$ cat config.mk
export PLATFORM = sky130hd
export DESIGN_NAME = sine_sequencer_flat
export DESIGN_NICKNAME = d
export VERILOG_FILES = /design/src/rtl/sine_seq_if.sv /design/src/rtl/sine_sequencer.sv /design/src/flat_wrapper.sv
export SDC_FILE = /design/constraint.sdc
export NUM_CORES = 1
export LEC_CHECK = 0
export CORE_MARGIN = 8
export CORE_UTILIZATION = 35
export CTS_BUF_LIST = sky130_fd_sc_hd__clkbuf_4 sky130_fd_sc_hd__clkbuf_8 sky130_fd_sc_hd__clkbuf_16
export DETAILED_ROUTE_END_ITERATION = 7
export GPL_TIMING_DRIVEN = 0
export PLACE_DENSITY_LB_ADDON = 0.3
export RECOVER_POWER = 50
export SYNTH_ARGS = -nofsm -noshare
export SYNTH_HDL_FRONTEND = slang
export SYNTH_SLANG_ARGS = --single-unit
$ cat constraint.sdc
create_clock -name clk -period 3 [get_ports clk]
set_input_delay 0.45 -clock clk [delete_from_list [all_inputs] [get_ports clk]]
set_output_delay 0.45 -clock clk [all_outputs]
set_load 0.01 [all_outputs]
$ cat src/rtl/sine_seq_if.sv
`default_nettype none
// ============================================================================
//  Module   : sine_seq_if
//  Purpose  : Control, configuration and sample-output bundle of the sine
//             sequencer. The master side drives requests/config and accepts
//             samples; the slave side is the sequencer itself.
//  Revision : 1.0 - initial release
// ============================================================================
interface sine_seq_if #(
    parameter int ACC_W = 16,
    parameter int DIV_W = 8
);
    logic             start;
    logic             stop;
    logic             cfg_valid;
    logic             cfg_ready;
    logic [ACC_W-1:0] cfg_step;
    logic [DIV_W-1:0] cfg_div;
    logic [5:0]       lut_addr;
    logic             sign;
    logic [1:0]       quadrant;
    logic             out_valid;
    logic             out_ready;
    logic             wrap;
    logic             busy;

    modport master (
        output start, stop, cfg_valid, cfg_step, cfg_div, out_ready,
        input  cfg_ready, lut_addr, sign, quadrant, out_valid, wrap, busy
    );

    modport slave (
        input  start, stop, cfg_valid, cfg_step, cfg_div, out_ready,
        output cfg_ready, lut_addr, sign, quadrant, out_valid, wrap, busy
    );
endinterface
`default_nettype wire

$ cat src/rtl/sine_sequencer.sv
`default_nettype none
// ============================================================================
//  Module   : sine_sequencer
//  Purpose  : Phase-accumulator controller for a 64-entry quarter-wave sine
//             LUT. Produces mirrored LUT address, sign and quadrant per
//             sample at a programmable step and rate, hands samples out over
//             valid/ready and stops cleanly.
//  Options  : SINE_SEQ_STOP_ZC_EN - when defined, stop finishes the current
//             period (ends on the sample whose phase addition carries out);
//             when undefined, stop ends ticking at once and drains.
//  Revision : 1.0 - initial release
// ============================================================================
module sine_sequencer #(
    parameter int ACC_W = 16,   // must be >= 8
    parameter int DIV_W = 8
) (
    input  wire       clk,
    input  wire       rst,
    sine_seq_if.slave bus
);
    localparam logic [1:0] C_IDLE     = 2'd0;
    localparam logic [1:0] C_RUN      = 2'd1;
    localparam logic [1:0] C_STOPPING = 2'd2;
    localparam logic [1:0] C_DRAIN    = 2'd3;

`ifdef SINE_SEQ_STOP_ZC_EN
    localparam logic [1:0] C_STOP_TGT = C_STOPPING;
`else
    localparam logic [1:0] C_STOP_TGT = C_DRAIN;
`endif

    logic [1:0]       state_q, state_d;
    logic [ACC_W-1:0] phase_q, phase_d;
    logic [ACC_W-1:0] step_q,  step_d;
    logic [DIV_W-1:0] div_q,   div_d;
    logic [DIV_W-1:0] cnt_q,   cnt_d;
    logic [5:0]       addr_q,  addr_d;
    logic             sign_q,  sign_d;
    logic [1:0]       quad_q,  quad_d;
    logic             valid_q, valid_d;
    logic             wrap_q,  wrap_d;
    logic             busy_q;
    logic             cfg_ready_q;

    logic             active_w;
    logic             tick_w;
    logic             cfg_xfer_w;
    logic [ACC_W:0]   sum_w;
    logic [1:0]       quad_w;
    logic [5:0]       idx_w;

    // A tick is never allowed to overwrite a sample that is still waiting,
    // so a stalled output simply holds the counter at its terminal value.
    assign active_w   = (state_q == C_RUN) || (state_q == C_STOPPING);
    assign tick_w     = active_w && (cnt_q == div_q) && !(valid_q && !bus.out_ready);
    assign cfg_xfer_w = bus.cfg_valid && cfg_ready_q;
    assign sum_w      = {1'b0, phase_q} + {1'b0, step_q};
    assign quad_w     = phase_q[ACC_W-1:ACC_W-2];
    assign idx_w      = phase_q[ACC_W-3:ACC_W-8];

    // State register
    always_ff @(posedge clk) begin
        if (rst) state_q <= C_IDLE;
        else     state_q <= state_d;
    end

    // Next-state logic
    always_comb begin
        state_d = state_q;
        case (state_q)
            C_IDLE:     if (bus.start) state_d = C_RUN;
            C_RUN:      if (bus.stop)  state_d = C_STOP_TGT;
            C_STOPPING: if ((step_q == '0) || (tick_w && sum_w[ACC_W])) state_d = C_DRAIN;
            C_DRAIN:    if (!valid_q || bus.out_ready) state_d = C_IDLE;
            default:    state_d = C_IDLE;
        endcase
    end

    // Datapath / output next values; later assignments take priority
    always_comb begin
        phase_d = phase_q;
        step_d  = step_q;
        div_d   = div_q;
        cnt_d   = cnt_q;
        addr_d  = addr_q;
        sign_d  = sign_q;
        quad_d  = quad_q;
        valid_d = valid_q;
        wrap_d  = 1'b0;

        if (valid_q && bus.out_ready) valid_d = 1'b0;

        if (tick_w) begin
            addr_d  = quad_w[0] ? ~idx_w : idx_w;
            sign_d  = quad_w[1];
            quad_d  = quad_w;
            valid_d = 1'b1;
            phase_d = sum_w[ACC_W-1:0];
            wrap_d  = sum_w[ACC_W];
            cnt_d   = '0;
        end else if (active_w && (cnt_q != div_q)) begin
            cnt_d = cnt_q + DIV_W'(1);
        end

        // The tick above already consumed the old step/div this cycle.
        if (cfg_xfer_w) begin
            step_d = bus.cfg_step;
            div_d  = bus.cfg_div;
            cnt_d  = '0;
        end

        if ((state_q == C_IDLE) && bus.start) begin
            phase_d = '0;
            cnt_d   = '0;
        end

        if ((state_q == C_DRAIN) && (state_d == C_IDLE)) phase_d = '0;
    end

    // Datapath and output registers
    always_ff @(posedge clk) begin
        if (rst) begin
            phase_q     <= '0;
            step_q      <= '0;
            div_q       <= '0;
            cnt_q       <= '0;
            addr_q      <= '0;
            sign_q      <= 1'b0;
            quad_q      <= '0;
            valid_q     <= 1'b0;
            wrap_q      <= 1'b0;
            busy_q      <= 1'b0;
            cfg_ready_q <= 1'b1;
        end else begin
            phase_q     <= phase_d;
            step_q      <= step_d;
            div_q       <= div_d;
            cnt_q       <= cnt_d;
            addr_q      <= addr_d;
            sign_q      <= sign_d;
            quad_q      <= quad_d;
            valid_q     <= valid_d;
            wrap_q      <= wrap_d;
            busy_q      <= (state_d != C_IDLE);
            cfg_ready_q <= (state_d == C_IDLE) || (state_d == C_RUN);
        end
    end

    assign bus.lut_addr  = addr_q;
    assign bus.sign      = sign_q;
    assign bus.quadrant  = quad_q;
    assign bus.out_valid = valid_q;
    assign bus.wrap      = wrap_q;
    assign bus.busy      = busy_q;
    assign bus.cfg_ready = cfg_ready_q;

endmodule
`default_nettype wire

$ cat src/flat_wrapper.sv
// flat-port wrapper written by rule: the top's interface ports become plain ports
module sine_sequencer_flat 
#(
    parameter int ACC_W = 16,                  
    parameter int DIV_W = 8
)
  (clk, rst, bus_start, bus_stop, bus_cfg_valid, bus_cfg_step, bus_cfg_div, bus_out_ready, bus_cfg_ready, bus_lut_addr, bus_sign, bus_quadrant, bus_out_valid, bus_wrap, bus_busy);
  sine_seq_if #(.ACC_W(ACC_W), .DIV_W(DIV_W)) bus_i ();
  input  wire clk;
  input  wire rst;
  input wire logic [$bits(bus_i.start)-1:0] bus_start;
  input wire logic [$bits(bus_i.stop)-1:0] bus_stop;
  input wire logic [$bits(bus_i.cfg_valid)-1:0] bus_cfg_valid;
  input wire logic [$bits(bus_i.cfg_step)-1:0] bus_cfg_step;
  input wire logic [$bits(bus_i.cfg_div)-1:0] bus_cfg_div;
  input wire logic [$bits(bus_i.out_ready)-1:0] bus_out_ready;
  output wire logic [$bits(bus_i.cfg_ready)-1:0] bus_cfg_ready;
  output wire logic [$bits(bus_i.lut_addr)-1:0] bus_lut_addr;
  output wire logic [$bits(bus_i.sign)-1:0] bus_sign;
  output wire logic [$bits(bus_i.quadrant)-1:0] bus_quadrant;
  output wire logic [$bits(bus_i.out_valid)-1:0] bus_out_valid;
  output wire logic [$bits(bus_i.wrap)-1:0] bus_wrap;
  output wire logic [$bits(bus_i.busy)-1:0] bus_busy;
  assign bus_i.start = bus_start;
  assign bus_i.stop = bus_stop;
  assign bus_i.cfg_valid = bus_cfg_valid;
  assign bus_i.cfg_step = bus_cfg_step;
  assign bus_i.cfg_div = bus_cfg_div;
  assign bus_i.out_ready = bus_out_ready;
  assign bus_cfg_ready = bus_i.cfg_ready;
  assign bus_lut_addr = bus_i.lut_addr;
  assign bus_sign = bus_i.sign;
  assign bus_quadrant = bus_i.quadrant;
  assign bus_out_valid = bus_i.out_valid;
  assign bus_wrap = bus_i.wrap;
  assign bus_busy = bus_i.busy;
  sine_sequencer #(.ACC_W(ACC_W), .DIV_W(DIV_W)) u_core (.clk(clk), .rst(rst), .bus(bus_i));
endmodule
Word level (Yosys, flattened, before mapping) --
Cells that the tools add are included.
Word-level totals: logic and storage cells 54, bits in writable memories 0, output and inout bits 13, ROM bits 0, input bits 30, memories 0, register bits after elaboration 63, bits in latches 0
Cells by class: bitwise operators 2, divide/modulo/power cells 0, shift operators 0, magnitude comparators 0, $add $sub $neg 2, multiplexer cells 8, equal/unequal tests 6, reduce and logical (&&, ||, !) cells 24, multipliers 0
Operator list (count):
- adder 16 x 16 -> 17 bit | 1
- zero test 16 bit | 1
- logical AND 1 bit | 9
- adder 8 x 1 -> 8 bit (second input constant) | 1
- equality test 8 bit | 1
- 2-to-1 mux 2 bit | 4
- inequality test 8 bit | 1
- one-hot mux 2 bit (4 select lines) | 1
- 2-to-1 mux 6 bit | 1
- NOT 6 bit | 1
- equality test 2 x 1 -> 1 bit (second input constant) | 2
- equality test 2 bit (second input constant) | 2
- zero test 2 bit | 2
- logical OR 1 bit | 4
- nonzero test 2 bit | 2
- OR reduction 4 bit | 1
- zero test 1 bit | 3
- OR reduction 3 bit | 1
- 2-to-1 mux 1 bit | 2
- OR reduction 2 bit | 1
- NOT 1 bit | 1

Logic depth before layout (Yosys ltp) --
Gate-level depths: netlist of the first run.
depth in word-level cells 11, depth in mapped cells 9

Least setup slack after synthesis of the first run --
No wires, ideal clock.
path kind register to register, start point register u_core.step_q[0], end point register u_core.state_q[0], clock period less this slack 2202 ps, data required time 2866 ps, setup slack 798 ps, arrival 2068 ps, setup time 134 ps, stages on the path, launching flop included 10, path buffers 0, cells stage by stage dfxtp_1 > ha_1 > fa_1 > a211oi_2 > o311ai_4 > a21oi_2 > nor2_2 > o31a_1 > o21ai_1 > a311oi_1
Between the ends: word-level cells in the longest chain between the ends 5, elaborated cells on any way between the ends 6, those cells by class add/sub (1); mux (2); reduce/logical (3)
RTL lines:
- from (decl) | RTL line sine_sequencer.sv:34 | logic [ACC_W-1:0] step_q, step_d;
- from (signal assigned) | RTL line sine_sequencer.sv:136 | step_q <= step_d;
- adder 16 x 16 -> 17 bit | RTL line sine_sequencer.sv:57 | assign sum_w = {1'b0, phase_q} + {1'b0, step_q};
- logical AND 1 bit | RTL line sine_sequencer.sv:73 | C_STOPPING: if ((step_q == '0) || (tick_w && sum_w[ACC_W])) state_d = C_DRAIN;
- logical OR 1 bit (*) | RTL line sine_sequencer.sv:73
- 2-to-1 mux 2 bit (*) | RTL line sine_sequencer.sv:73
- one-hot mux 2 bit (4 select lines) (*) | RTL line sine_sequencer.sv:70 | case (state_q)
- to (signal assigned) | RTL line sine_sequencer.sv:64 | else state_q <= state_d;
- to (decl) | RTL line sine_sequencer.sv:32 | logic [1:0] state_q, state_d;
Mark *: on every way between the ends. The rest lies on a longest branch, timed or not. A chain may end at the register's enable or synchronous reset.

Worst setup path in the final report of the first run --
Ends and elaborated chain as after synthesis.

==> results of run 1 <==
## metal layers
metal  part of all wire  wire length [µm]
met1               0.45              3608
met3              0.042               334
met5                  0                 0
met4              0.014               108
met2               0.49              3889
## kinds of logic after synthesis
logic type / count (synthesis)
DFF: 62
buffers and inverters: 29
muxes: 4
adders and majority gates: 23
AOI/OAI and AO/OA: 96
xor gates and xnor gates: 31
and+or+nand+nor: 151
## layout by cell type (no fill, tap or decap), types with 4 or more instances in the layout
| cell type | count |
|---|---|
| clkdlybuf4s50_1 | 29 |
| xnor2_1 | 22 |
| ha_1 | 22 |
| and2_1 | 4 |
| mux2i_1 | 4 |
| nor3_1 | 5 |
| nand2_1 | 86 |
| nand3_1 | 5 |
| o21ai_0 | 6 |
| inv_1 | 10 |
| o21ai_1 | 4 |
| nor2_1 | 29 |
| dfxtp_1 | 62 |
| clkbuf_8 | 12 |
| a21o_1 | 5 |
| a211oi_1 | 7 |
| dlygate4sd3_1 | 13 |
| xor2_1 | 9 |
| clkbuf_1 | 10 |
| a21oi_1 | 52 |
| nand4_1 | 8 |
| nor4_1 | 4 |
## registers in the layout, indices dropped and copies added, names as in the netlist, 2 cells and up
signal	flops
u_core.bus.lut_addr	6
u_core.bus.quadrant	2
u_core.div_q	8
u_core.step_q	16
u_core.cnt_q	8
u_core.phase_q	16
u_core.state_q	2
## worst min-delay path: stages, from the launching register on
cell,delay [ps]
dfxtp_1,310
nand2_1,50
a21oi_1,50
## stage by stage
stage	area (µm²)	cells	hold slack [ps]	setup WS [ps]
floorplan	3256	396	434.8	798.2
global placement	3815	549	443.4	563.8
detailed placement	3815	549	451.1	575.2
CTS	4071	565	458.7	550.7
global route	4069	565	469.7	449.2
finish	4069	565	457.4	579.7
## worst max path at each step
stage	end	slack, ps	depth (start not counted)
final	u_core.state_q[0]	580	9
after global routing	u_core.state_q[0]	450	9
after CTS	u_core.state_q[0]	550	9
after detailed placement	u_core.phase_q[12]	580	8
after global placement	u_core.phase_q[12]	560	8
after floorplan	u_core.state_q[0]	800	9
## cell type report
type | count | share of cell area
inverter | 10 | 0.009225
tap | 111 | 0.03413
buffer | 19 | 0.02552
clock inverter | 3 | 0.02214
sequential | 62 | 0.3050
timing repair buffer | 42 | 0.1033
clock buffer | 13 | 0.04090
multi-input combinational | 305 | 0.4597
## power by group through the flow
stage / Clock (mW) / Sequential, mW / Combinational [mW]
3_3_place_gp: 0 / 0.958 / 0.550
5_1_grt: 0.993 / 0.949 / 0.611
3_5_place_dp: 0 / 0.959 / 0.558
2_1_floorplan: 0 / 0.959 / 0.356
4_1_cts: 0.956 / 0.942 / 0.560
6_report: 0.938 / 0.940 / 0.541
==> summary.txt, run 1 <==
Status
  – Status: completed

STA
  – Fin crit share: 0.8068
  – RSZ-0062 raised after global routing: no
  – Fin. max-slew vios: 0
  – Final hold violations: 0
  – Clk_skew: 5.599 ps
  – # setup viols final: 0
  – Final worst path period need: 2420 ps
  – Worst-margin pin slew: 553.4 ps
  – Max_slew headroom: 0.6311
  – Final TNS setup: 0 ps
  – Fmax: 413.2 MHz

Setup path
  – Critical R2R Launch: u_core.step_q[0]
  – R2R depth: 9
  – Crit-path max FO: 3
  – Crit path capture type: register
  – CP Launch Type: register
  – Critical path's top delay family: compound AO/OA/AOI/OAI gates
  – CP Cell Sequence: ha_1 -> fa_1 -> a211oi_2 -> o311ai_4 -> a21oi_2 -> nor2_2 -> o31a_1 -> o21ai_1 -> a311oi_1
  – R2R setup slack: 580 ps
  – Slowest stage delay, CP: 450 ps
  – FF-to-FF End: u_core.state_q[0]
  – CP Launch Point: u_core.step_q[0]
  – Arr. time, crit path: 2630 ps
  – Worst EP required: 3210 ps
  – CP Buf/Inv Count: 0
  – Critical path class: reg2reg
  – Slowest stage cell, crit path: fa_1

Yosys
  – Post-Synthesis Net Count: 449
  – Yosys warns: 0
  – Netlist cell types: 48
  – Syn Inst Count: 396
  – Post-synthesis adder-cell area fraction: 0.09070
  – Dominant cells by area after synthesis: dfxtp_1 (38%), nand2_1 (9.9%), ha_1 (8.5%)
  – Top-area cell type share of the netlist area: 0.3812
  – Most frequent cell after synthesis: nand2_1
  – Dominant cell type by area after synthesis: dfxtp_1
  – Simple-gate area share of the yosys netlist: 0.1995
  – Synth top cells by count: nand2_1 (86), dfxtp_1 (62), a21oi_1 (52), nor2_1 (28)
  – Mux cell area share after synthesis: 0.01230
  – Register area share after synthesis: 0.3812
  – Mapped cell area: 0.003256 mm²
  – Async SR Flop Fraction: 0
  – Synth Register Bits: 62
  – EDFF count, synth: 0
  – Synth Area per Inst: 8.221 µm²
  – Xor and xnor fraction of the mapped netlist area: 0.08340
  – Synth Area in Compound Gates: 0.1895
  – Predominant post-synthesis flop cell: dfxtp_1
  – Largest family of logic cells by synthesized area: simple AND/OR/NAND/NOR gates

Hold path
  – Hold path start: u_core.bus.quadrant[0]
  – Hold WC Path Type: reg2reg
  – Worst Hold Endpoint: u_core.bus.quadrant[0]
  – Cells on Worst Hold Path: 2

Floorplanning
  – Starting Density: 0.3557
  – Io pins: 43
  – Die ar.: 0.01264 mm²
  – Core area: 0.009153 mm²
  – DIE HEIGHT: 112.4 µm
  – Die Wd: 112.4 µm
  – # rows: 35

Layout
  – Antenna Cells: 0
  – Filler instances: 901
  – Area Growth Syn to Fin: 24.98%
  – NumNets Final: 502
  – Layout cells sized above 1: 0.07709
  – Sequential cell area: 0.001241 mm²
  – Final core occ: 0.4446
  – Area of the multi-input gates: 0.001871 mm²

Clock network
  – CTS buffer count: 9
  – CTS root buffer: clkbuf_8
  – Post-cts sizing count: 0
  – Insertion delay to the later sink of the worst-skew pair: 340 ps
  – H-tree levels: 3
  – CTS Sinks: 62
  – # hold bufs at CTS: 0
  – Post-CTS Setup Inserts: 0
  – CTS max path bufs: 2
  – Reg clk slew, reported paths: 70 ps
  – CTS tree: done

Global routing
  – Vias in the first global route: 2,854
  – Grt ovf: 0
  – GR Util met1: 0.1462
  – Largest net degree at the start of global routing: 11
  – Initial antenna violation count: 0
  – All-Layer GR Usage: 0.1317
  – M3 GR Usage: 0.04240
  – Met2 usage: 0.2344
  – Grt peak-use layer: met2
  – First-pass GRT wire length: 13,230 µm

Power
  – VDD IR-drop max: 0.2809 mV
  – Static Leak: 1.646 nW
  – Sw Share: 0.2803
  – Clock power frac: 0.388
  – Flop pwr share: 0.389
  – Sw power: 678.0 µW
  – Design Power: 2.419 mW
  – Gate power share: 0.223
  – Pwr Density: 594.5 mW/mm²
  – Power Internal: 1.741 mW

Job
  – Max Cap Violations: 0

Route
  – Antenna viol nets, final: 0
  – Vias: 2,815
  – Mean number of vias per cell: 4.982
  – 1st-iter DRT viols: 107
  – Routed WL per cell: 14.06 µm
  – DRC: 0
  – Pre-Repair DR Iteration Count: 4
  – Drt total wl: 7942 µm

Place
  – DP HPWL: 5997 µm
  – GP Congestion: 0.9321
  – Input/output buffers: 42
Power figures use the tool's default switching activity.
==> inputs of run 2 (changes only) <==
clock period = 2.3 ns   (was 3 ns; I/O delays follow)
==> run 2 against run 1 <==
  * Final cell count increased by 0.35%
  * Combinational power increased by 31%
  * Count of clock-buffer cells in the layout unchanged
  * Total power increased by 31%
  * Largest cell class unchanged
==> summary.txt, run 2 (same netlist as run 1, synthesis figures left out) <==
Setup path
  – Crit path capture type: register
  – CP Launch Type: register
  – Crit-path max FO: 3
  – Arr. time, crit path: 2400 ps
  – R2R depth: 9
  – Critical path class: reg2reg
  – Worst EP required: 2510 ps

Floorplanning
  – Core area: 0.009153 mm²
  – # rows: 35
  – Die Wd: 112.4 µm
  – DIE HEIGHT: 112.4 µm
  – Starting Density: 0.3557
  – Io pins: 43
  – Die ar.: 0.01264 mm²

Clock network
  – CTS tree: done
  – Reg clk slew, reported paths: 70 ps
  – CTS root buffer: clkbuf_8
  – CTS buffer count: 9
  – CTS Sinks: 62
  – CTS max path bufs: 2
  – Insertion delay to the later sink of the worst-skew pair: 340 ps
  – H-tree levels: 3

STA
  – Fin crit share: 0.9519
  – Worst-margin pin slew: 533.0 ps
  – Max_slew headroom: 0.6447
  – Fmax: 456.7 MHz
  – # setup viols final: 0
  – Clk_skew: 5.099 ps
  – RSZ-0062 raised after global routing: no
  – Fin. max-slew vios: 0
  – Final hold violations: 0
  – Final TNS setup: 0 ps
  – Hold Slack: 457.2 ps
  – Final worst path period need: 2189 ps

Status
  – Status: completed

Place
  – GP Congestion: 0.9321
  – Input/output buffers: 42
  – DP HPWL: 5997 µm

Route
  – Mean number of vias per cell: 4.984
  – DRC: 0
  – Pre-Repair DR Iteration Count: 4
  – Vias: 2,826
  – Routed WL per cell: 14.06 µm
  – 1st-iter DRT viols: 96
  – Drt total wl: 7973 µm
  – Antenna viol nets, final: 0

Hold path
  – Hold WC Path Type: reg2reg
  – Cells on Worst Hold Path: 2

Layout
  – Area of the multi-input gates: 0.001913 mm²
  – Sequential cell area: 0.001242 mm²
  – Antenna Cells: 0
  – Filler instances: 901
  – Most frequent cells in the layout: nand2_1 (86), dfxtp_1 (61), a21oi_1 (51), nor2_1 (28), clkdlybuf4s50_1 (27)
  – NumNets Final: 504
  – Area Growth Syn to Fin: 26.79%
  – Layout cells sized above 1: 0.1009
  – Commonest non-fill, non-tap cell in the layout: nand2_1
  – Top Registers: u_core.phase_q x16, u_core.step_q x16

Global routing
  – Grt ovf: 0
  – First-pass GRT wire length: 13,300 µm
  – Largest net degree at the start of global routing: 11
  – Initial antenna violation count: 0
  – Vias in the first global route: 2,868
  – All-Layer GR Usage: 0.1322

Power
  – Static Leak: 1.660 nW
  – VDD IR-drop max: 0.3676 mV
  – Pwr Density: 766.4 mW/mm²

Job
  – Max Cap Violations: 0
==> run 2: cell count changes in the layout (fill, tap and decap cells not counted), sizes merged <==
cell	change
buf	+2
clkdlybuf4s50	-2
dlygate4sd3	+2
==> run 2: critical path, stage by stage, from the launching register on <==
cell      delay, ps
dfxtp_1         340
ha_4            180
fa_2            390
a211oi_4        250
o311ai_4        120
a21oi_2         200
nor2_2           40
o31a_1          300
o21ai_2         130
a311oi_1         90
==> run 2: report_power, final <==
group / total [mW] / switching (mW) / internal (mW)
sequential: 1.23 / 0.0671 / 1.16
combinational: 0.711 / 0.402 / 0.309
clock: 1.22 / 0.421 / 0.804
total: 3.16 / 0.890 / 2.27
==> run 2: path summary, 6_finish.rpt <==
check,end,slack [ps],startpoint
min reg2reg,u_core.bus.quadrant[0],460,u_core.bus.quadrant[0]
max,u_core.state_q[0],110,u_core.step_q[0]
max reg2reg,u_core.state_q[0],110,u_core.step_q[0]
min,u_core.bus.quadrant[0],460,u_core.bus.quadrant[0]
==> run 2: repair_timing <==
item                                    4_1_cts  5_1_grt
hold buffers                                  0        0
pin swaps                                     6        3
setup buffers                                 2        0
endpoints found under the setup margin        2       12
resized for setup                             3        7
==> run 2: metal layers <==
metal	share of wire	GRT usage	vias to the layer above
met2	0.49	0.2352	44
met3	0.041	0.04240	11
met4	0.013	0.03867	0
met1	0.45	0.1471	1304
met5	0	0	-
li1	-	-	1467
==> run 2: metrics by stage <==
stage                     instances    util  power [mW]  setup WS (ps)  area [µm²]
after floorplan                 396       -       1.715          98.18        3256
after global placement          549  0.4168       1.966         -130.2        3815
after detailed placement        549  0.4168       1.979         -122.0        3815
after CTS                       567  0.4481       3.209          8.578        4101
after global routing            567  0.4510       3.337          24.87        4128
final                           567  0.4510       3.163          110.6        4128
==> run 2: area by class of cell <==
cell class / count / area share
clock inverters: 3 / 0.02182
plain buffers: 19 / 0.02516
well taps: 111 / 0.03365
repair buffers: 44 / 0.1055
inverters: 10 / 0.009094
flip-flops and latches: 62 / 0.3010
clock buffers: 13 / 0.04032
multi-input cells: 305 / 0.4635
==> inputs of run 3 (changes only) <==
CTS_BUF_LIST = not set   (was sky130_fd_sc_hd__clkbuf_4 sky130_fd_sc_hd__clkbuf_8 sky130_fd_sc_hd__clkbuf_16)
==> run 3 against run 2 <==
  * Critical path depth stayed put
  * Sequential power barely moved
  * Total power shrank 0.77%
  * Wire length down 0.34%
  * Non-clock buffer count unchanged
  * First-iteration DRC count increased by 3.1%
  * Largest cell class unchanged
  * Largest power group unchanged
==> summary.txt, run 3 (same netlist as run 1, synthesis figures left out) <==
Status
  – Status: completed

STA
  – Fin crit share: 0.9524
  – Fmax: 456.5 MHz
  – Worst-margin pin slew: 534.4 ps
  – Fin. max-slew vios: 0
  – Clk_skew: 4.754 ps
  – Hold Slack: 457.2 ps
  – RSZ-0062 raised after global routing: no
  – # setup viols final: 0
  – Max_slew headroom: 0.6437
  – Final worst path period need: 2190 ps
  – Worst setup margin: 109.6 ps
  – Final hold violations: 0

Power
  – Gate power share: 0.227
  – Sw power: 888.8 µW
  – VDD IR-drop max: 0.3671 mV
  – Static Leak: 1.653 nW
  – Sw Share: 0.2831
  – Flop pwr share: 0.391
  – Clock power frac: 0.383
  – Design Power: 3.139 mW
  – Power Internal: 2.250 mW
  – Pwr Density: 761.9 mW/mm²

Place
  – GP Congestion: 0.9321
  – Post-Place Worst Slack: -122.0 ps
  – Placed Instances: 549
  – Input/output buffers: 42
  – Cell Area, Placed: 0.003815 mm²
  – DP HPWL: 5997 µm

Floorplanning
  – # rows: 35
  – DIE HEIGHT: 112.4 µm
  – Core area: 0.009153 mm²
  – Die ar.: 0.01264 mm²
  – Starting Density: 0.3557
  – Io pins: 43
  – Die Wd: 112.4 µm

Setup path
  – Crit-path max FO: 3
  – Worst EP required: 2510 ps
  – Crit path capture type: register
  – R2R depth: 9
  – CP Launch Type: register
  – Arr. time, crit path: 2400 ps
  – Critical path class: reg2reg

Route
  – Vias: 2,815
  – Drt total wl: 7946 µm
  – Routed WL per cell: 14.01 µm
  – DRC: 0
  – Mean number of vias per cell: 4.965
  – 1st-iter DRT viols: 99
  – Antenna viol nets, final: 0
  – Pre-Repair DR Iteration Count: 4

Layout
  – Filler instances: 902
  – Sequential cell area: 0.001242 mm²
  – Antenna Cells: 0
  – Layout cells sized above 1: 0.09649
  – Commonest non-fill, non-tap cell in the layout: nand2_1
  – Most frequent cells in the layout: nand2_1 (86), dfxtp_1 (61), a21oi_1 (51), nor2_1 (28), clkdlybuf4s50_1 (27)
  – Top Registers: u_core.phase_q x16, u_core.step_q x16
  – Area of the multi-input gates: 0.001913 mm²
  – Fin area: 0.004120 mm²
  – Post-Layout Cell Count: 567
  – Area Growth Syn to Fin: 26.56%
  – NumNets Final: 504

Global routing
  – All-Layer GR Usage: 0.1319
  – Grt peak-use layer: met2
  – Initial antenna violation count: 0
  – Grt ovf: 0
  – Largest net degree at the start of global routing: 11
  – GR Util met1: 0.1468
  – First-pass GRT wire length: 13,280 µm
  – M3 GR Usage: 0.04240
  – Vias in the first global route: 2,870
  – Met2 usage: 0.2344

Clock network
  – Insertion delay to the later sink of the worst-skew pair: 340 ps
  – CTS root buffer: clkbuf_8
  – CTS tree: done
  – # hold bufs at CTS: 0
  – CTS max path bufs: 2
  – Reg clk slew, reported paths: 70 ps
  – CTS Sinks: 62
  – CTS buffer count: 9
  – H-tree levels: 3

Hold path
  – Cells on Worst Hold Path: 2
  – Hold WC Path Type: reg2reg

Job
  – Max Cap Violations: 0
-- run 3: worst max-delay path, stage by stage, from the launching register on --
cell and delay (ps):
dfxtp_1 340, ha_4 180, fa_2 390, a211oi_4 250, o311ai_4 120, a21oi_2 200, nor2_2 40, o31a_1 300
o21ai_2 130, a311oi_1 100
-- run 3: worst paths after layout --
kind                          start                endpoint  slack [ps]
max reg2reg        u_core.step_q[0]       u_core.state_q[0]         110
min          u_core.bus.quadrant[0]  u_core.bus.quadrant[0]         460
min reg2reg  u_core.bus.quadrant[0]  u_core.bus.quadrant[0]         460
max                u_core.step_q[0]       u_core.state_q[0]         110
-- run 3: power by group through the flow --
stage | Combinational, mW | Sequential (mW) | Clock, mW
floorplan | 0.464 | 1.25 | 0
global placement | 0.717 | 1.25 | 0
detailed placement | 0.727 | 1.25 | 0
CTS | 0.732 | 1.23 | 1.22
global route | 0.803 | 1.24 | 1.27
finish | 0.712 | 1.23 | 1.20
-- run 3: metrics by stage --
step,setup TNS (ps),util
after global routing,0,0.4502
after floorplan,0,-
final,0,0.4502
after global placement,-418.9,0.4168
after detailed placement,-197.1,0.4168
after CTS,0,0.4473
-- run 3: cell type report --
type                       instances  area share
multi-input combinational        305      0.4643
sequential                        62      0.3015
timing repair buffer              44      0.1057
clock buffer                      13     0.03857
tap                              111     0.03371
buffer                            19     0.02521
clock inverter                     3     0.02186
inverter                          10    0.009110
-- run 3: repair_timing --
action | in CTS | in global routing
setup endpoints to repair | 2 | 12
gates resized for setup | 3 | 7
pin swaps | 6 | 3
setup buffers | 2 | 0
-- run 3: routing by layer --
metal / part of all wire / vias to the layer above / wire (µm)
met4: 0.013 / 0 / 104
met5: 0 / - / 0
met3: 0.041 / 11 / 329
met1: 0.45 / 1295 / 3606
met2: 0.49 / 44 / 3905
li1: - / 1465 / -
